`config.mk`:
```
export PLATFORM = sky130hd
export DESIGN_NAME = ghost_scheduler_flat
export DESIGN_NICKNAME = d
export VERILOG_FILES = /design/src/rtl/ghost_scheduler_if.sv /design/src/rtl/ghost_scheduler.sv /design/src/flat_wrapper.sv
export SDC_FILE = /design/constraint.sdc
export NUM_CORES = 1
export LEC_CHECK = 0
export BUFFER_PORTS_ARGS = -buffer_cell sky130_fd_sc_hd__buf_2
export CAP_MARGIN = 40
export CORE_MARGIN = 10
export CORE_UTILIZATION = 30
export CTS_BUF_LIST = sky130_fd_sc_hd__clkbuf_8
export CTS_CLUSTER_DIAMETER = 150
export DETAILED_ROUTE_END_ITERATION = 8
export GPL_ROUTABILITY_DRIVEN = 0
export GPL_TIMING_DRIVEN = 0
export HOLD_SLACK_MARGIN = 0.1
export PLACE_DENSITY_LB_ADDON = 0.3
export SLEW_MARGIN = 15
export SYNTH_ARGS = -nofsm -noshare
export SYNTH_HDL_FRONTEND = slang
export SYNTH_SLANG_ARGS = --single-unit
```
`constraint.sdc`:
```
create_clock -name clk -period 2.9 [get_ports clk]
set_input_delay 0.29 -clock clk [delete_from_list [all_inputs] [get_ports clk]]
set_output_delay 0.29 -clock clk [all_outputs]
set_load 0.02 [all_outputs]
```
`src/rtl/ghost_scheduler_if.sv`:
```
// Scheduler <-> game top-level bundle: Yoshi/ghost positions in, round control out.
interface ghost_scheduler_if #(
  parameter int unsigned N_GHOSTS = 4
);
  logic                    start;
  logic [9:0]              y_x;
  logic [9:0]              y_y;
  logic [10*N_GHOSTS-1:0]  g_x_bus;
  logic [10*N_GHOSTS-1:0]  g_y_bus;
  logic [N_GHOSTS-1:0]     ghost_en;
  logic                    ghost_reset;
  logic                    ghost_freeze;
  logic [25:0]             speed_offset;
  logic [3:0]              level;
  logic [1:0]              lives;
  logic                    game_over;
  logic                    hit;

  // Game top level: supplies positions and start, consumes round control.
  modport master (
    output start, y_x, y_y, g_x_bus, g_y_bus,
    input  ghost_en, ghost_reset, ghost_freeze, speed_offset, level, lives, game_over, hit
  );

  // Scheduler side.
  modport slave (
    input  start, y_x, y_y, g_x_bus, g_y_bus,
    output ghost_en, ghost_reset, ghost_freeze, speed_offset, level, lives, game_over, hit
  );
endinterface

```
`src/rtl/ghost_scheduler.sv`:
```
// Round controller for the chasing ghosts: staggered spawn, per-level speed ramp,
// Yoshi/ghost collision, lives and game-over.
// Optional build macro GHOST_SCHED_PAUSE_EN adds a 'pause' input whose rising edge
// toggles a paused flag while running.
module ghost_scheduler #(
  parameter int unsigned N_GHOSTS    = 4,
  parameter int unsigned LIVES_INIT  = 3,
  parameter int unsigned SPAWN_TICKS = 50000000,
  parameter int unsigned LEVEL_TICKS = 250000000,
  parameter int unsigned SPEED_STEP  = 250000,
  parameter int unsigned SPEED_MAX   = 3000000,
  parameter int unsigned HIT_HOLD    = 25000000,
  parameter int unsigned T_W         = 16
) (
  input logic clk,
  input logic reset,
`ifdef GHOST_SCHED_PAUSE_EN
  input logic pause,
`endif
  ghost_scheduler_if.slave bus
);

  localparam int unsigned SpawnW = (SPAWN_TICKS > 1) ? $clog2(SPAWN_TICKS) : 1;
  localparam int unsigned LevelW = (LEVEL_TICKS > 1) ? $clog2(LEVEL_TICKS) : 1;
  localparam int unsigned HoldW  = (HIT_HOLD > 1) ? $clog2(HIT_HOLD) : 1;
  localparam logic [N_GHOSTS-1:0] EnFirst = N_GHOSTS'(1);
  localparam logic [10:0] Tw = 11'(T_W);

  typedef enum logic [1:0] {StIdle, StRun, StHit, StOver} state_e;

  state_e              state_q, state_d;
  logic [N_GHOSTS-1:0] ghost_en_q, ghost_en_d;
  logic                ghost_reset_q, ghost_reset_d;
  logic                freeze_q, freeze_d;
  logic [25:0]         speed_q, speed_d;
  logic [3:0]          level_q, level_d;
  logic [1:0]          lives_q, lives_d;
  logic                game_over_q, game_over_d;
  logic                hit_q, hit_d;
  logic [SpawnW-1:0]   spawn_cnt_q, spawn_cnt_d;
  logic [LevelW-1:0]   lvl_cnt_q, lvl_cnt_d;
  logic [HoldW-1:0]    hold_cnt_q, hold_cnt_d;
  logic                coll_q, coll_d;
  logic                overlap;
  logic [31:0]         speed_sum;
  logic                run_paused;

`ifdef GHOST_SCHED_PAUSE_EN
  logic paused_q, paused_d, pause_prev_q, pause_edge;
  assign pause_edge = pause & ~pause_prev_q;
  assign run_paused = paused_q;

  // Pause edge detector and paused flag.
  always_ff @(posedge clk or negedge reset) begin
    if (!reset) begin
      pause_prev_q <= 1'b0;
      paused_q     <= 1'b0;
    end else begin
      pause_prev_q <= pause;
      paused_q     <= paused_d;
    end
  end
`else
  assign run_paused = 1'b0;
`endif

  // 32-bit sum so the saturation test cannot be fooled by a 26-bit wrap.
  assign speed_sum = 32'(speed_q) + SPEED_STEP;

  // Bounding-box overlap of Yoshi with any enabled ghost, 11-bit to avoid edge overflow.
  always_comb begin
    overlap = 1'b0;
    for (int i = 0; i < int'(N_GHOSTS); i++) begin
      logic [10:0] gx, gy, yx, yy;
      gx = {1'b0, bus.g_x_bus[10*i +: 10]};
      gy = {1'b0, bus.g_y_bus[10*i +: 10]};
      yx = {1'b0, bus.y_x};
      yy = {1'b0, bus.y_y};
      if (ghost_en_q[i] && (gx < yx + Tw) && (yx < gx + Tw) &&
          (gy < yy + Tw) && (yy < gy + Tw)) begin
        overlap = 1'b1;
      end
    end
  end

  // Next-state and registered-output logic for the round FSM.
  always_comb begin
    state_d       = state_q;
    ghost_en_d    = ghost_en_q;
    ghost_reset_d = 1'b0;
    freeze_d      = freeze_q;
    speed_d       = speed_q;
    level_d       = level_q;
    lives_d       = lives_q;
    game_over_d   = game_over_q;
    hit_d         = 1'b0;
    spawn_cnt_d   = spawn_cnt_q;
    lvl_cnt_d     = lvl_cnt_q;
    hold_cnt_d    = hold_cnt_q;
    coll_d        = 1'b0;
`ifdef GHOST_SCHED_PAUSE_EN
    paused_d      = 1'b0;
`endif

    unique case (state_q)
      StIdle, StOver: begin
        if (bus.start) begin
          state_d       = StRun;
          ghost_reset_d = 1'b1;
          ghost_en_d    = EnFirst;
          freeze_d      = 1'b0;
          speed_d       = '0;
          level_d       = '0;
          lives_d       = 2'(LIVES_INIT);
          game_over_d   = 1'b0;
          spawn_cnt_d   = '0;
          lvl_cnt_d     = '0;
          hold_cnt_d    = '0;
        end
      end

      StRun: begin
`ifdef GHOST_SCHED_PAUSE_EN
        paused_d = paused_q ^ pause_edge;
        freeze_d = paused_d;
`endif
        if (!run_paused) begin
          // The first cycle after a ghost_reset pulse still sees stale ghost positions.
          coll_d = overlap & ~ghost_reset_q;

          if (!(&ghost_en_q)) begin
            if (spawn_cnt_q == SpawnW'(SPAWN_TICKS - 1)) begin
              spawn_cnt_d = '0;
              ghost_en_d  = (ghost_en_q << 1) | EnFirst;
            end else begin
              spawn_cnt_d = spawn_cnt_q + SpawnW'(1);
            end
          end

          if (lvl_cnt_q == LevelW'(LEVEL_TICKS - 1)) begin
            lvl_cnt_d = '0;
            if (level_q != 4'd15) level_d = level_q + 4'd1;
            speed_d = (speed_sum >= SPEED_MAX) ? 26'(SPEED_MAX) : speed_sum[25:0];
          end else begin
            lvl_cnt_d = lvl_cnt_q + LevelW'(1);
          end

          // Counter updates above still land in the same cycle as the hit.
          if (coll_q) begin
            state_d    = StHit;
            hit_d      = 1'b1;
            freeze_d   = 1'b1;
            hold_cnt_d = '0;
            if (lives_q != 2'd0) lives_d = lives_q - 2'd1;
`ifdef GHOST_SCHED_PAUSE_EN
            paused_d   = 1'b0;
`endif
          end
        end
      end

      StHit: begin
        if (hold_cnt_q == HoldW'(HIT_HOLD - 1)) begin
          hold_cnt_d = '0;
          if (lives_q == 2'd0) begin
            state_d     = StOver;
            game_over_d = 1'b1;
          end else begin
            state_d       = StRun;
            ghost_reset_d = 1'b1;
            freeze_d      = 1'b0;
          end
        end else begin
          hold_cnt_d = hold_cnt_q + HoldW'(1);
        end
      end

      default: state_d = StIdle;
    endcase
  end

  // State and output registers.
  always_ff @(posedge clk or negedge reset) begin
    if (!reset) begin
      state_q       <= StIdle;
      ghost_en_q    <= '0;
      ghost_reset_q <= 1'b1;
      freeze_q      <= 1'b1;
      speed_q       <= '0;
      level_q       <= '0;
      lives_q       <= 2'(LIVES_INIT);
      game_over_q   <= 1'b0;
      hit_q         <= 1'b0;
      spawn_cnt_q   <= '0;
      lvl_cnt_q     <= '0;
      hold_cnt_q    <= '0;
      coll_q        <= 1'b0;
    end else begin
      state_q       <= state_d;
      ghost_en_q    <= ghost_en_d;
      ghost_reset_q <= ghost_reset_d;
      freeze_q      <= freeze_d;
      speed_q       <= speed_d;
      level_q       <= level_d;
      lives_q       <= lives_d;
      game_over_q   <= game_over_d;
      hit_q         <= hit_d;
      spawn_cnt_q   <= spawn_cnt_d;
      lvl_cnt_q     <= lvl_cnt_d;
      hold_cnt_q    <= hold_cnt_d;
      coll_q        <= coll_d;
    end
  end

  assign bus.ghost_en     = ghost_en_q;
  assign bus.ghost_reset  = ghost_reset_q;
  assign bus.ghost_freeze = freeze_q;
  assign bus.speed_offset = speed_q;
  assign bus.level        = level_q;
  assign bus.lives        = lives_q;
  assign bus.game_over    = game_over_q;
  assign bus.hit          = hit_q;

endmodule

```
`src/flat_wrapper.sv`:
```
// flat-port wrapper written by rule: the top's interface ports become plain ports
module ghost_scheduler_flat 
#(
  parameter int unsigned N_GHOSTS    = 4,
  parameter int unsigned LIVES_INIT  = 3,
  parameter int unsigned SPAWN_TICKS = 50000000,
  parameter int unsigned LEVEL_TICKS = 250000000,
  parameter int unsigned SPEED_STEP  = 250000,
  parameter int unsigned SPEED_MAX   = 3000000,
  parameter int unsigned HIT_HOLD    = 25000000,
  parameter int unsigned T_W         = 16
)
  (clk, reset, bus_start, bus_y_x, bus_y_y, bus_g_x_bus, bus_g_y_bus, bus_ghost_en, bus_ghost_reset, bus_ghost_freeze, bus_speed_offset, bus_level, bus_lives, bus_game_over, bus_hit);
  ghost_scheduler_if #(.N_GHOSTS(N_GHOSTS)) bus_i ();
  input logic clk;
  input logic reset;
  input wire logic [$bits(bus_i.start)-1:0] bus_start;
  input wire logic [$bits(bus_i.y_x)-1:0] bus_y_x;
  input wire logic [$bits(bus_i.y_y)-1:0] bus_y_y;
  input wire logic [$bits(bus_i.g_x_bus)-1:0] bus_g_x_bus;
  input wire logic [$bits(bus_i.g_y_bus)-1:0] bus_g_y_bus;
  output wire logic [$bits(bus_i.ghost_en)-1:0] bus_ghost_en;
  output wire logic [$bits(bus_i.ghost_reset)-1:0] bus_ghost_reset;
  output wire logic [$bits(bus_i.ghost_freeze)-1:0] bus_ghost_freeze;
  output wire logic [$bits(bus_i.speed_offset)-1:0] bus_speed_offset;
  output wire logic [$bits(bus_i.level)-1:0] bus_level;
  output wire logic [$bits(bus_i.lives)-1:0] bus_lives;
  output wire logic [$bits(bus_i.game_over)-1:0] bus_game_over;
  output wire logic [$bits(bus_i.hit)-1:0] bus_hit;
  assign bus_i.start = bus_start;
  assign bus_i.y_x = bus_y_x;
  assign bus_i.y_y = bus_y_y;
  assign bus_i.g_x_bus = bus_g_x_bus;
  assign bus_i.g_y_bus = bus_g_y_bus;
  assign bus_ghost_en = bus_i.ghost_en;
  assign bus_ghost_reset = bus_i.ghost_reset;
  assign bus_ghost_freeze = bus_i.ghost_freeze;
  assign bus_speed_offset = bus_i.speed_offset;
  assign bus_level = bus_i.level;
  assign bus_lives = bus_i.lives;
  assign bus_game_over = bus_i.game_over;
  assign bus_hit = bus_i.hit;
  ghost_scheduler #(.N_GHOSTS(N_GHOSTS), .LIVES_INIT(LIVES_INIT), .SPAWN_TICKS(SPAWN_TICKS), .LEVEL_TICKS(LEVEL_TICKS), .SPEED_STEP(SPEED_STEP), .SPEED_MAX(SPEED_MAX), .HIT_HOLD(HIT_HOLD), .T_W(T_W)) u_core (.clk(clk), .reset(reset), .bus(bus_i));
endmodule
```
## Yosys cells after proc, flatten, opt, wreduce, memory -nomap -nowiden

Index checks and enable logic that the tools add are counted.

| storage, ports and cells | value |
|---|---|
| bits in registers | 122 |
| input bits | 103 |
| output and inout port bits | 40 |

| operators by class | value |
|---|---|
| add/subtract/negate cells | 16 |
| magnitude comparators | 17 |
| equal/unequal tests | 17 |
| mux-type cells | 50 |
| bitwise logic cells | 2 |
| reductions and logical operators | 33 |

Operators with widths:

| operator | number |
|---|---|
| less-than comparator 10 x 11 -> 1 bit | 16 |
| 2-to-1 mux 26 bit | 5 |
| adder 10 x 5 -> 11 bit, second input constant | 10 |
| one-hot mux 26 bit (2 select lines) | 2 |
| 2-to-1 mux 25 bit | 3 |
| one-hot mux 25 bit (3 select lines) | 1 |
| 2-to-1 mux 28 bit | 2 |
| one-hot mux 28 bit (2 select lines) | 1 |
| >= comparator 32 x 22 -> 1 bit, second input constant | 1 |
| adder 28 x 1 -> 28 bit, second input constant | 1 |
| == test 28 bit, second input constant | 1 |
| adder 26 x 18 -> 27 bit, second input constant | 1 |
| adder 26 x 1 -> 26 bit, second input constant | 1 |
| == test 26 bit, second input constant | 1 |
| adder 25 x 1 -> 25 bit, second input constant | 1 |
| == test 25 bit, second input constant | 1 |
| 2-to-1 mux 4 bit | 6 |
| AND reduction 4 bit | 6 |
| logical AND 1 bit | 16 |
| 2-to-1 mux 1 bit | 16 |
| one-hot mux 4 bit (2 select lines) | 2 |
| 2-to-1 mux 2 bit | 7 |
| inequality test 2 x 1 -> 1 bit, second input constant | 7 |
| AND reduction 3 bit | 3 |
| 16 further kinds | 24 |

## Logic depth before layout (Yosys ltp)

Gate-level depths: netlist of the first run.

| logic depth | value |
|---|---|
| depth in word-level cells | 12 |
| depth in mapped cells | 13 |
| depth with buffers taken out | 12 |

## Worst setup path after synthesis of the first run

Ideal clock, no wire load.

| timing path | value |
|---|---|
| path kind | input -> register |
| from | input port bus_y_x[4] |
| to | register u_core.coll_q |
| setup time | 88 ps |
| arrival time | 2704 ps |
| data required time | 2812 ps |
| setup slack | 108 ps |
| stages on the path | 11 |
| buffers on the path | 0 |
| path through | ha_1 -> xnor2_1 -> ha_1 -> and3_1 -> a221o_1 -> a31o_2 -> maj3_1 -> maj3_1 -> o211ai_1 -> nand3_1 -> a41oi_1 |

| on the way | value |
|---|---|
| cells in the longest elaborated chain, start to end | 12 |
| elaborated cells between the ends (all ways) | 31 |
| those cells by class | 1 x add/sub; 8 x order compare; 5 x mux; 1 x bitwise; 16 x reduce/logical |

Ends and longest elaborated chain:

| what | line | RTL |
|---|---|---|
| start: declaration | flat_wrapper.sv:18 | `input wire logic [$bits(bus_i.y_x)-1:0] bus_y_x;` |
| adder 10 x 5 -> 11 bit | ghost_scheduler.sv:79 | `if (ghost_en_q[i] && (gx < yx + Tw) && (yx < gx + Tw) &&` |
| less-than comparator 10 x 11 -> 1 bit | ghost_scheduler.sv:79 |  |
| logical AND 1 bit (3 in a row) | ghost_scheduler.sv:79 |  |
| logical AND 1 bit | ghost_scheduler.sv:80 | `(gy < yy + Tw) && (yy < gy + Tw)) begin` |
| 2-to-1 mux 1 bit (3 in a row) | ghost_scheduler.sv:79 |  |
| 2-to-1 mux 1 bit (*) | ghost_scheduler.sv:79 |  |
| bitwise AND 1 bit (*) | ghost_scheduler.sv:129 | `coll_d = overlap & ~ghost_reset_q;` |
| 2-to-1 mux 1 bit (*) | ghost_scheduler.sv:105 | `unique case (state_q)` |
| named net u_core.coll_d | ghost_scheduler.sv:43 | `logic coll_q, coll_d;` |
| end signal: assignment | ghost_scheduler.sv:211 | `coll_q <= coll_d;` |
| end: declaration | ghost_scheduler.sv:43 |  |

Mark *: on every way through the listed nets, which the timed path passes. The rest lies on a longest branch.
A chain may end at the register's enable or synchronous reset.

## Worst setup path after layout of the first run

| timing path | value |
|---|---|
| from | register u_core.speed_q[4], in the netlist u_core.bus.speed_offset[4] |
| to | register u_core.speed_q[14], in the netlist u_core.bus.speed_offset[14] |

| on the way | value |
|---|---|
| cells in the longest elaborated chain, start to end | 5 |

Ends and longest elaborated chain:

| what | line | RTL |
|---|---|---|
| start: declaration | ghost_scheduler.sv:35 | `logic [25:0] speed_q, speed_d;` |
| start signal: assignment | ghost_scheduler.sv:203 | `speed_q <= speed_d;` |
| adder 26 x 18 -> 27 bit (*) | ghost_scheduler.sv:68 | `assign speed_sum = 32'(speed_q) + SPEED_STEP;` |
| >= comparator 32 x 22 -> 1 bit | ghost_scheduler.sv:143 | `speed_d = (speed_sum >= SPEED_MAX) ? 26'(SPEED_MAX) : speed_sum[25:0];` |
| 2-to-1 mux 26 bit (*) | ghost_scheduler.sv:143 |  |
| 2-to-1 mux 26 bit (*) | ghost_scheduler.sv:140 | `if (lvl_cnt_q == LevelW'(LEVEL_TICKS - 1)) begin` |
| one-hot mux 26 bit (2 select lines) (*) | ghost_scheduler.sv:105 |  |

Every way passes the cells marked *; elsewhere a longest branch is shown, timed or not. The select of a mux whose other input is x is not followed.

==> impl_metrics.toml, run 1 <==
[timing]
timing.setup.tns_ns = 0
max_freq_mhz = 352
setup_viol = 0
period_share_pct = 98.1
slew_viol_final = 0
rsz0062_at_grt = "yes"
min_period_ns = 2.84
hold_violations = 0
fin_ws_ns = 0.0553
tightest_slew_ns = 0.783
fin_skew_ns = 0.0152
maxSlewHeadroom_pct = 46.5

[synth]
synth_edf_count = 0
postSynth.asyncResetShare_pct = 100
synth-seq-cells = 118
synth_top_area_share_pct = 27.5
syn_inst = 1213
postSynthAreaPerCell_um2 = 8.56
yosysSeqAreaShare_pct = 28.5
synthTopCellsByArea = "dfrtp_1 (27%), ha_1 (17%), xor2_1 (5.0%), nand3_1 (4.0%), nor2_1 (3.8%)"
ys.flop_type = "dfrtp_1"
synth.distinct_cells = 82
yosysWarnings = 0
syn-cell-area_um2 = 10400
yosys.area.top_type = "dfrtp_1"

[hold_path]
hold_path_class = "in -> reg"

[global_route]
antenna_found_initial = 5
grt_use_total_pct = 13.7
grt_pass1_vias = 9282
grt_max_degree = 81
grt_pass1_wl_mm = 47.9
gr-total-overflow = 0

[cells_and_area]
fin_area_um2 = 12500
fillCellCount = 3571
nets = 1638
drive_gt1_share_pct = 18.4
final_util_pct = 36.3
area_growth_pct = 20.0

[worst_setup_path]
endpoint_kind = "flop"
r2r-start = "u_core.bus.speed_offset[4]$_DFFE_PN0P_"
crit_required_ns = 3.24
crit_start = "u_core.bus.speed_offset[4]$_DFFE_PN0P_"
r2r-end = "u_core.bus.speed_offset[14]$_DFFE_PN0P_"
critical_path_class = "reg -> reg"
cp_max_fo = 8
r2r_cells = 10
arrival_ns = 3.19
reg2reg_slack_ns = 0.06
cp-endpoint = "u_core.bus.speed_offset[14]$_DFFE_PN0P_"
start_kind = "flop"

[clock_tree]
cts-root-buf = "clkbuf_8"
clk_pin_slew_ns = 0.08
numCtsBuffers = 17
cts_sinks = 118
cts_tree = "built"
htreeDepth = 4
insertion_delay_ns = 0.45
clockBufferDepth = 2

[route]
dr.first_iter.drc_count = 463
routed_wl_mm = 29.7
drc = 0
vias = 9568
drt_first_pass_iters = 5
ant_nets = 0
viasPerCell = 5.14
wl_per_cell_um = 15.9

[die]
dieArea_um2 = 42500
coreArea_um2 = 34400
die_y_um = 206
start_util_pct = 30.2
pin_count = 143
num_rows = 68
dieWidth_um = 206

[flow_run]
cap_violations = 0

[place]
dpl_cell_area_um2 = 11700
post-dp-hpwl_mm = 22.8
numPortBuffers = 138
place_ws_ns = -0.739

[outcome]
status = "finished clean"

[power_and_ir_drop]
ir_worst_vdd_v = 0.000248
leakage_nw = 5.77
power_density_nw_per_um2 = 321
==> worst min-delay path by stage <==
| stage | startpoint | end | cells past startpoint |
|---|---|---|---|
| floorplan | reset | u_core.bus.game_over$_DFFE_PN0P_ | 0 |
| global placement | u_core.bus.ghost_freeze$_DFFE_PN1P_ | u_core.bus.ghost_freeze$_DFFE_PN1P_ | 2 |
| detailed placement | reset | u_core.lvl_cnt_q[11]$_DFFE_PN0P_ | 1 |
| CTS | bus_start | u_core.bus.ghost_reset$_DFF_PN1_ | 3 |
| global route | bus_start | u_core.bus.ghost_reset$_DFF_PN1_ | 3 |
| finish | bus_start | u_core.bus.ghost_reset$_DFF_PN1_ | 3 |
==> report_power, final <==
part           switching, mW  total, mW  internal (mW)
Sequential                 0       1.64           1.64
Combinational          0.421      0.742          0.321
Clock                  0.725       1.62          0.890
==> critical path, stage by stage, from the launching register on <==
cell      delay (ns)
dfrtp_2         0.45
buf_4           0.19
a31o_4          0.27
or4_1           0.39
and3_1          0.18
o311ai_4        0.33
nand4_1         0.20
a21oi_4         0.21
buf_12          0.15
nor3_4          0.05
a221oi_2        0.32
==> sequential cells by signal, indices dropped and copies added, names as in the netlist <==
register / flops
u_core.bus.game_over: 1
u_core.bus.ghost_en: 4
u_core.bus.ghost_freeze: 1
u_core.bus.ghost_reset: 1
u_core.bus.hit: 1
u_core.bus.level: 4
u_core.bus.lives: 2
u_core.bus.speed_offset: 22
u_core.coll_q: 1
u_core.hold_cnt_q: 25
u_core.lvl_cnt_q: 28
u_core.spawn_cnt_q: 26
u_core.state_q: 2
==> cells by family (layout without fill, tap and decap cells) <==
group,Yosys count,in the layout,share of synthesized area [%]
simple gates,472,472,23.3
flops,118,118,28.5
xor+xnor,92,92,7.76
fa+ha+maj,147,147,17.6
compound gates,280,280,18.3
other cells,1,6,0.0361
mux,6,6,0.590
buf+inv,97,285,3.94
==> synthesized netlist by cell type, drive strengths merged, types with 4 or more instances <==
library cell / n
o2111ai: 7
a41oi: 4
or3: 14
nor2: 105
o211ai: 5
and2: 17
a21oi: 64
nor4b: 4
a221oi: 6
nor3: 24
and4: 6
inv: 61
dfrtp: 114
a2111oi: 6
or4: 5
a31oi: 7
clkbuf: 20
o21ai: 77
nand2: 91
xor2: 59
o21a: 8
xnor2: 33
o22ai: 7
and3: 37
buf: 16
a211o: 7
dfstp: 4
a21o: 18
o31ai: 16
nand3: 82
ha: 144
nor4: 10
mux2i: 5
a211oi: 15
nand2b: 26
nand4: 23
nor2b: 14
==> stage by stage <==
step / hold WS (ns) / std cells / power, mW
after floorplan: -0.00559 / 1216 / 2.11
after global placement: 0.478 / 1809 / 2.39
after detailed placement: 0.230 / 1811 / 2.41
after CTS: 0.169 / 1847 / 4.04
after global routing: 0.180 / 1859 / 4.23
final: 0.195 / 1861 / 4.00
==> placed cells by master, fill, tap and decap left out, types with 6 or more instances in the layout <==
cell type	instances
a31oi_1	6
dfrtp_1	112
nor3_1	19
clkbuf_1	10
o2111ai_1	7
o22ai_1	7
xor2_1	59
o21ai_0	73
nand3_1	82
inv_1	62
a21oi_1	57
xnor2_1	32
a211oi_1	15
and4_1	6
and2_1	14
buf_2	141
buf_4	21
nand2b_1	26
a211o_1	7
nor2_1	104
nand2_1	90
or3_1	14
a21oi_2	6
ha_1	143
o21a_1	8
nor2b_1	12
o31ai_1	16
nand4_1	22
nor4_1	10
a21o_1	18
and3_1	37
clkbuf_8	19
clkbuf_2	9
==> repair_timing <==
item | in CTS | in global routing
gates resized for setup | 16 | 34
endpoints found under the hold margin | 38 | 0
setup buffers | 3 | 12
endpoints found under the setup margin | 59 | 62
gates cloned | 0 | 1
pin swaps | 2 | 6
hold buffers | 1 | 0
==> routing by layer <==
metal | GRT usage [%] | share of wire, % | vias to the layer above
met1 | 17.1 | 44 | 4507
met3 | 3.03 | 5.6 | 36
met4 | 3.54 | 1.6 | 6
met2 | 23.5 | 48 | 228
li1 | - | - | 4791
met5 | 0 | 0.14 | -
==> area by class of cell <==
| type | count | area [um2] | area share (%) |
|---|---|---|---|
| buffer | 35 | 196 | 1.58 |
| multi-input combinational | 1001 | 7190 | 57.7 |
| inverter | 61 | 229 | 1.84 |
| antenna | 2 | 5.00 | 0.0402 |
| clock inverter | 13 | 156 | 1.26 |
| timing repair buffer | 157 | 896 | 7.19 |
| clock buffer | 19 | 262 | 2.10 |
| tap | 455 | 569 | 4.57 |
| sequential | 118 | 2960 | 23.8 |
Note: power is estimated with default switching activity, not from simulation.
==> run 2, diff against run 1 <==
--- a/config.mk
+++ b/config.mk
@@ -5,6 +5,7 @@
 export SDC_FILE = /design/constraint.sdc
 export NUM_CORES = 1
 export LEC_CHECK = 0
+export ABC_AREA = 1
 export BUFFER_PORTS_ARGS = -buffer_cell sky130_fd_sc_hd__buf_2
 export CAP_MARGIN = 40
 export CORE_MARGIN = 10
==> run 2 against run 1 <==
- global-route usage fell by 0.32 points
- final cell count rose by 14%
- setup slack improved by 0.15 ns
- via count rose by 5.1%
- wire length fell by 0.45%
- critical path type unchanged
- critical endpoint is now u_core.spawn_cnt_q[19]$_DFFE_PN0P_
- highest routed layer unchanged
==> impl_metrics.toml, run 2 <==
[clock_tree]
cts_sinks = 118
cts_tree = "built"
clk_pin_slew_ns = 0.09
htreeDepth = 4
clockBufferDepth = 2
insertion_delay_ns = 0.46
cts-root-buf = "clkbuf_8"
numCtsBuffers = 17

[place]
post-dp-hpwl_mm = 23.8
numPortBuffers = 138
place_ws_ns = 0.221
dpl_cell_area_um2 = 12000

[global_route]
grt_max_degree = 61
gr-total-overflow = 0
antenna_found_initial = 1
grt_pass1_vias = 9831
grt_use_total_pct = 13.4
grt_pass1_wl_mm = 48.9

[synth]
yosys.area.top_type = "dfrtp_1"
synth_edf_count = 0
synthMuxAreaShare_pct = 0
yosysMostFrequentCell = "nand2_1"
ys.flop_type = "dfrtp_1"
synth_top_family_by_area = "simple AND/OR/NAND/NOR gates"
synth-seq-cells = 118
postSynthAreaPerCell_um2 = 7.16
syn-cell-area_um2 = 10600
yosysSeqAreaShare_pct = 27.8
synth.distinct_cells = 53
yosysWarnings = 0
synthTopCellsByArea = "dfrtp_1 (27%), ha_1 (17%), nand2_1 (12%), inv_1 (6.5%), nor2_1 (5.9%)"
synth_common_cells = "nand2_1 (348), inv_1 (184), nor2_1 (167)"
syn_inst = 1487
postSynth.asyncResetShare_pct = 100
synth-compound-area-share_pct = 11.7
yosys.area_share.simple_pct = 30.6
synth_top_area_share_pct = 26.8
synth_xor_area_share_pct = 5.18
synth_fa_ha_area_share_pct = 16.9

[timing]
rsz0062_at_grt = "yes"
period_share_pct = 92.8
fin_ws_ns = 0.210
tightest_slew_ns = 0.610
slew_viol_final = 0
fin_skew_ns = 0.0191
setup_viol = 0
hold_ws_ns = 0.208
hold_violations = 0
maxSlewHeadroom_pct = 59.3
max_freq_mhz = 372
min_period_ns = 2.69

[worst_setup_path]
endpoint_kind = "flop"
reg2reg_slack_ns = 0.21
cp.depth = 12
start_kind = "flop"
cp-endpoint = "u_core.spawn_cnt_q[19]$_DFFE_PN0P_"
r2r_cells = 12
r2r-end = "u_core.spawn_cnt_q[19]$_DFFE_PN0P_"
crit_chain = "inv_1, ha_1, a21oi_4, nand2_2, nor2_1, nand3_1, nor2_1, nand3_1, nor2_1, nand3_1, o21ai_0, a21oi_1"
crit_buf_inv = 1
cp_top_family = "simple AND/OR/NAND/NOR gates"
critPathSlowestCell = "dfrtp_1"
critical_path.max_stage_delay_ns = 0.41
crit_start = "u_core.state_q[0]$_DFFE_PN0P_"
r2r-start = "u_core.state_q[0]$_DFFE_PN0P_"
cp_max_fo = 10
crit_required_ns = 3.24
critical_path_class = "reg -> reg"
arrival_ns = 3.03

[cells_and_area]
fillCellCount = 3716
drive_gt1_share_pct = 14.7
multiInputGateArea_um2 = 6880
largest_register_ffs = 28
final_cell_mix = "nand2_1 (348), inv_1 (184), nor2_1 (166)"
nets = 1896
ff_latch_area_um2 = 2960
fin_area_um2 = 12400
area_growth_pct = 16.2
num_antenna_cells = 0
reg.largest.list = "u_core.lvl_cnt_q: 28 flops, u_core.spawn_cnt_q: 26 flops, u_core.hold_cnt_q: 25 flops"
final_common_cell = "nand2_1"
regMostFlops = "u_core.lvl_cnt_q"

[power_and_ir_drop]
p_sw_share_pct = 31.9
combPwrFrac_pct = 19.6
ir_worst_vdd_v = 0.000268
p_seq_share_pct = 40.8
power_switching_mw = 1.29
leakage_nw = 6.34
p_clk_share_pct = 39.6
p_int_mw = 2.74
power_density_nw_per_um2 = 325
total_power_mw = 4.03

[die]
dieArea_um2 = 43400
die_y_um = 208
pin_count = 143
dieWidth_um = 208
start_util_pct = 30.6
coreArea_um2 = 34800
num_rows = 68

[route]
drt_first_pass_iters = 5
drc = 0
viasPerCell = 4.75
dr.first_iter.drc_count = 516
ant_nets = 0
wl_per_cell_um = 13.9
routed_wl_mm = 29.5
vias = 10100

[flow_run]
cap_violations = 0

[outcome]
status = "finished clean"

[hold_path]
hold_path_class = "in -> reg"
## run 2: changes by cell type in the layout (fill, tap and decap cells not counted), moves of 21 or more
cell      delta
a21oi_1     +39
and3_1      -35
inv_1      +122
nand2_1    +258
nand2b_1    -26
nor2_1      +62
nor3_1      +21
## run 2: cell families after synthesis
family / count (synthesis)
other: 1
adder cells (fa/ha/maj): 144
AND/OR/NAND/NOR: 737
AO/OA/AOI/OAI: 217
XOR/XNOR: 63
buffers and inverters: 207
flip-flops: 118
## run 2: how the worst min path moves through the flow
stage | cells after the start | endpoint | from | slack (ns)
finish | 3 | u_core.bus.ghost_reset$_DFF_PN1_ | bus_start | 0.21
global route | 3 | u_core.bus.ghost_reset$_DFF_PN1_ | bus_start | 0.20
CTS | 3 | u_core.bus.ghost_reset$_DFF_PN1_ | bus_start | 0.18
detailed placement | 1 | u_core.bus.speed_offset[23]$_DFFE_PN0P_ | reset | 0.34
global placement | 1 | u_core.hold_cnt_q[19]$_DFFE_PN0P_ | u_core.hold_cnt_q[19]$_DFFE_PN0P_ | 0.45
floorplan | 0 | u_core.bus.game_over$_DFFE_PN0P_ | reset | -0.006
## run 2: cell type report
type / count / area share, %
multi-input combinational: 1165 / 55.6
sequential: 118 / 23.9
timing repair buffer: 140 / 5.93
inverter: 192 / 5.83
tap: 455 / 4.60
clock buffer: 17 / 1.89
clock inverter: 15 / 1.35
buffer: 15 / 0.879
## run 2: repair_timing
item | 4_1_cts | 5_1_grt
resized for setup | 0 | 3
setup endpoints to repair | 0 | 5
buffers inserted | 0 | 0
hold buffers | 1 | 0
endpoints found under the hold margin | 58 | 0
## run 2: per-layer routing
| metal | up-vias | track usage (%) | wire length [um] |
|---|---|---|---|
| met5 | - | 0 | 7 |
| met4 | 2 | 2.96 | 208 |
| met3 | 15 | 2.73 | 1340 |
| met2 | 164 | 22.8 | 14000 |
| met1 | 4630 | 17.0 | 14000 |
| li1 | 5245 | - | - |
## run 2: per-stage QoR
stage,TNS [ns],instances,util (%)
floorplan,0,1490,-
finish,0,2117,35.6
global placement,-17.69,2083,34.3
global route,-0.0108,2117,35.6
CTS,0,2117,35.5
detailed placement,0,2084,34.4
## run 2: power by group through the flow
| stage | clock, mW | combinational (mW) | sequential [mW] |
|---|---|---|---|
| 2_1_floorplan | 0 | 0.479 | 1.68 |
| 3_3_place_gp | 0 | 0.764 | 1.68 |
| 3_5_place_dp | 0 | 0.795 | 1.68 |
| 4_1_cts | 1.63 | 0.800 | 1.64 |
| 5_1_grt | 1.71 | 0.920 | 1.64 |
| 6_report | 1.59 | 0.790 | 1.64 |
## run 2: worst min-delay path: stages
cell and delay, ns:
buf_2 0.10, nand2_1 0.14, a21oi_1 0.11
==> run 3, diff against run 2 <==
--- a/config.mk
+++ b/config.mk
@@ -5,7 +5,6 @@
 export SDC_FILE = /design/constraint.sdc
 export NUM_CORES = 1
 export LEC_CHECK = 0
-export ABC_AREA = 1
 export BUFFER_PORTS_ARGS = -buffer_cell sky130_fd_sc_hd__buf_2
 export CAP_MARGIN = 40
 export CORE_MARGIN = 10
@@ -17,6 +16,7 @@
 export GPL_TIMING_DRIVEN = 0
 export HOLD_SLACK_MARGIN = 0.1
 export PLACE_DENSITY_LB_ADDON = 0.3
+export SKIP_CTS_REPAIR_TIMING = 1
 export SLEW_MARGIN = 15
 export SYNTH_ARGS = -nofsm -noshare
 export SYNTH_HDL_FRONTEND = slang
==> run 3 against run 2 <==
- the run now ends with negative setup slack left
- clock skew decreased by 0.0062 ns
- cell area increased by 1.3%
- final cell count decreased by 12%
- critical path depth decreased by 2
- setup slack got worse by 0.22 ns
- via count decreased by 4.2%
- register-to-register slack got worse by 0.22 ns
- total power decreased by 0.71%
- global-route usage increased by 0.25 points
- largest power group unchanged
==> impl_metrics.toml, run 3 (synthesis results as in run 1) <==
[outcome]
status = "finished, violations left"
violations = "negative setup slack"

[clock_tree]
htreeDepth = 4
numCtsBuffers = 17
clockBufferDepth = 2
cts_sinks = 118
clk_pin_slew_ns = 0.08
cts-root-buf = "clkbuf_8"
cts_tree = "built"
insertion_delay_ns = 0.44

[die]
dieWidth_um = 206
die_y_um = 206
num_rows = 68
dieArea_um2 = 42500
start_util_pct = 30.2
pin_count = 143
coreArea_um2 = 34400

[power_and_ir_drop]
p_seq_share_pct = 41.1
combPwrFrac_pct = 18.6
power_density_nw_per_um2 = 319
total_power_mw = 4.00
p_clk_share_pct = 40.3
power_switching_mw = 1.14
p_int_mw = 2.86
p_sw_share_pct = 28.6
leakage_nw = 5.82
ir_worst_vdd_v = 0.000243

[cells_and_area]
multiInputGateArea_um2 = 7230
final_cell_mix = "ha_1 (143), buf_2 (140), dfrtp_1 (110)"
reg.largest.list = "u_core.lvl_cnt_q: 28 flops, u_core.spawn_cnt_q: 26 flops, u_core.hold_cnt_q: 25 flops"
final_common_cell = "ha_1"
ff_latch_area_um2 = 2960
area_growth_pct = 20.7
largest_register_ffs = 28
fin_area_um2 = 12500
drive_gt1_share_pct = 19.2
nets = 1644
fillCellCount = 3574
regMostFlops = "u_core.lvl_cnt_q"

[timing]
max_freq_mhz = 344
fin_skew_ns = 0.0128
hold_violations = 0
setup_viol = 1
slew_viol_final = 0
rsz0062_at_grt = "yes"
min_period_ns = 2.91
period_share_pct = 100
maxSlewHeadroom_pct = 43.4
fin_ws_ns = -0.00591
tightest_slew_ns = 0.827

[hold_path]
hold_depth = 3
hold_path_class = "in -> reg"
hold_end = "u_core.bus.ghost_reset$_DFF_PN1_"
min-delay-start = "bus_start"

[global_route]
grt_use_total_pct = 13.7
gr-total-overflow = 0
grt_max_degree = 81
grt_pass1_wl_mm = 47.7
antenna_found_initial = 5
grt_pass1_vias = 9227

[worst_setup_path]
critical_path_class = "reg -> reg"
arrival_ns = 3.24
r2r_cells = 10
start_kind = "flop"
endpoint_kind = "flop"
r2r-start = "u_core.bus.speed_offset[5]$_DFFE_PN0P_"
cp_max_fo = 7
crit_required_ns = 3.23
cp_top_family = "compound AO/OA/AOI/OAI gates"
reg2reg_slack_ns = -0.006
r2r-end = "u_core.bus.speed_offset[6]$_DFFE_PN0P_"
critical_path.max_stage_delay_ns = 0.46
cpMostUsedCell = "buf_6"
crit_chain = "buf_6, a31o_4, or4_4, and3_4, o311ai_4, nand4_1, a21oi_4, buf_6, nor3_4, a221oi_2"
crit_buf_inv = 2
critPathSlowestCell = "dfrtp_2"
crit_start = "u_core.bus.speed_offset[5]$_DFFE_PN0P_"

[place]
post-dp-hpwl_mm = 22.8
dpl_cell_area_um2 = 11700
numPortBuffers = 138

[route]
ant_nets = 0
dr.first_iter.drc_count = 453
routed_wl_mm = 29.8
wl_per_cell_um = 16.0
viasPerCell = 5.16
vias = 9629
drt_first_pass_iters = 5
drc = 0

[flow_run]
cap_violations = 0
## run 3: cell types whose count changed in the layout (fill, tap and decap cells not counted), moves of 24 or more
cell / previous run / this run
a21oi_1: 96 / 57
nor2_1: 166 / 104
and3_1: 2 / 36
inv_1: 184 / 62
nand2_1: 348 / 90
nand2b_1: 0 / 26
nor3_1: 40 / 16
## run 3: worst reg2reg max path, delay by kind of cell, from the launching register on
| kind | cells | cell delay, ns |
|---|---|---|
| flops | 1 | 0.46 |
| compound gates | 4 | 1.23 |
| buf+inv | 2 | 0.31 |
| simple gates | 4 | 0.80 |
## run 3: how the worst max path moves through the flow
| stage | endpoint | slack (ns) | cells after the start |
|---|---|---|---|
| finish | u_core.bus.speed_offset[6]$_DFFE_PN0P_ | -0.006 | 10 |
| CTS | u_core.lvl_cnt_q[18]$_DFFE_PN0P_ | -0.52 | 13 |
| global route | u_core.bus.speed_offset[14]$_DFFE_PN0P_ | -0.07 | 10 |
| detailed placement | u_core.coll_q$_DFF_PN0_ | -0.74 | 13 |
| global placement | u_core.coll_q$_DFF_PN0_ | -0.68 | 13 |
| floorplan | u_core.coll_q$_DFF_PN0_ | 0.11 | 11 |
## run 3: power groups by stage
| stage | clock [mW] | combinational [mW] | sequential [mW] |
|---|---|---|---|
| after floorplan | 0 | 0.431 | 1.68 |
| after CTS | 1.66 | 0.738 | 1.64 |
| final | 1.61 | 0.742 | 1.64 |
| after global routing | 1.73 | 0.851 | 1.64 |
| after global placement | 0 | 0.709 | 1.68 |
| after detailed placement | 0 | 0.732 | 1.68 |
## run 3: metrics by stage
step | setup TNS, ns | std cells | hold WS [ns] | setup WS, ns | utilization (%)
2_1_floorplan | 0 | 1216 | -0.00559 | 0.108 | -
3_3_place_gp | -24.65 | 1809 | 0.478 | -0.684 | 33.9
3_5_place_dp | -10.21 | 1811 | 0.230 | -0.739 | 34.0
4_1_cts | -11.06 | 1843 | -0.263 | -0.521 | 35.3
5_1_grt | -0.399 | 1865 | 0.175 | -0.0697 | 36.5
6_report | -0.00591 | 1867 | 0.196 | -0.00591 | 36.5
## run 3: final cells by class
class,count,area share [%]
Timing Repair Buffer,163,7.38
Clock buffer,19,2.09
Multi-Input combinational cell,1001,57.6
Sequential cell,118,23.6
Clock inverter,13,1.25
Inverter,61,1.83
Tap cell,455,4.54
Buffer,35,1.62
Antenna cell,2,0.0399
## run 3: layer usage
metal	global-route usage, %	part of all wire (%)	vias up
li1	-	-	4799
met1	17.0	44	4561
met2	23.5	48	225
met3	3.01	5.5	38
met4	3.34	1.6	6
met5	0	0.14	-
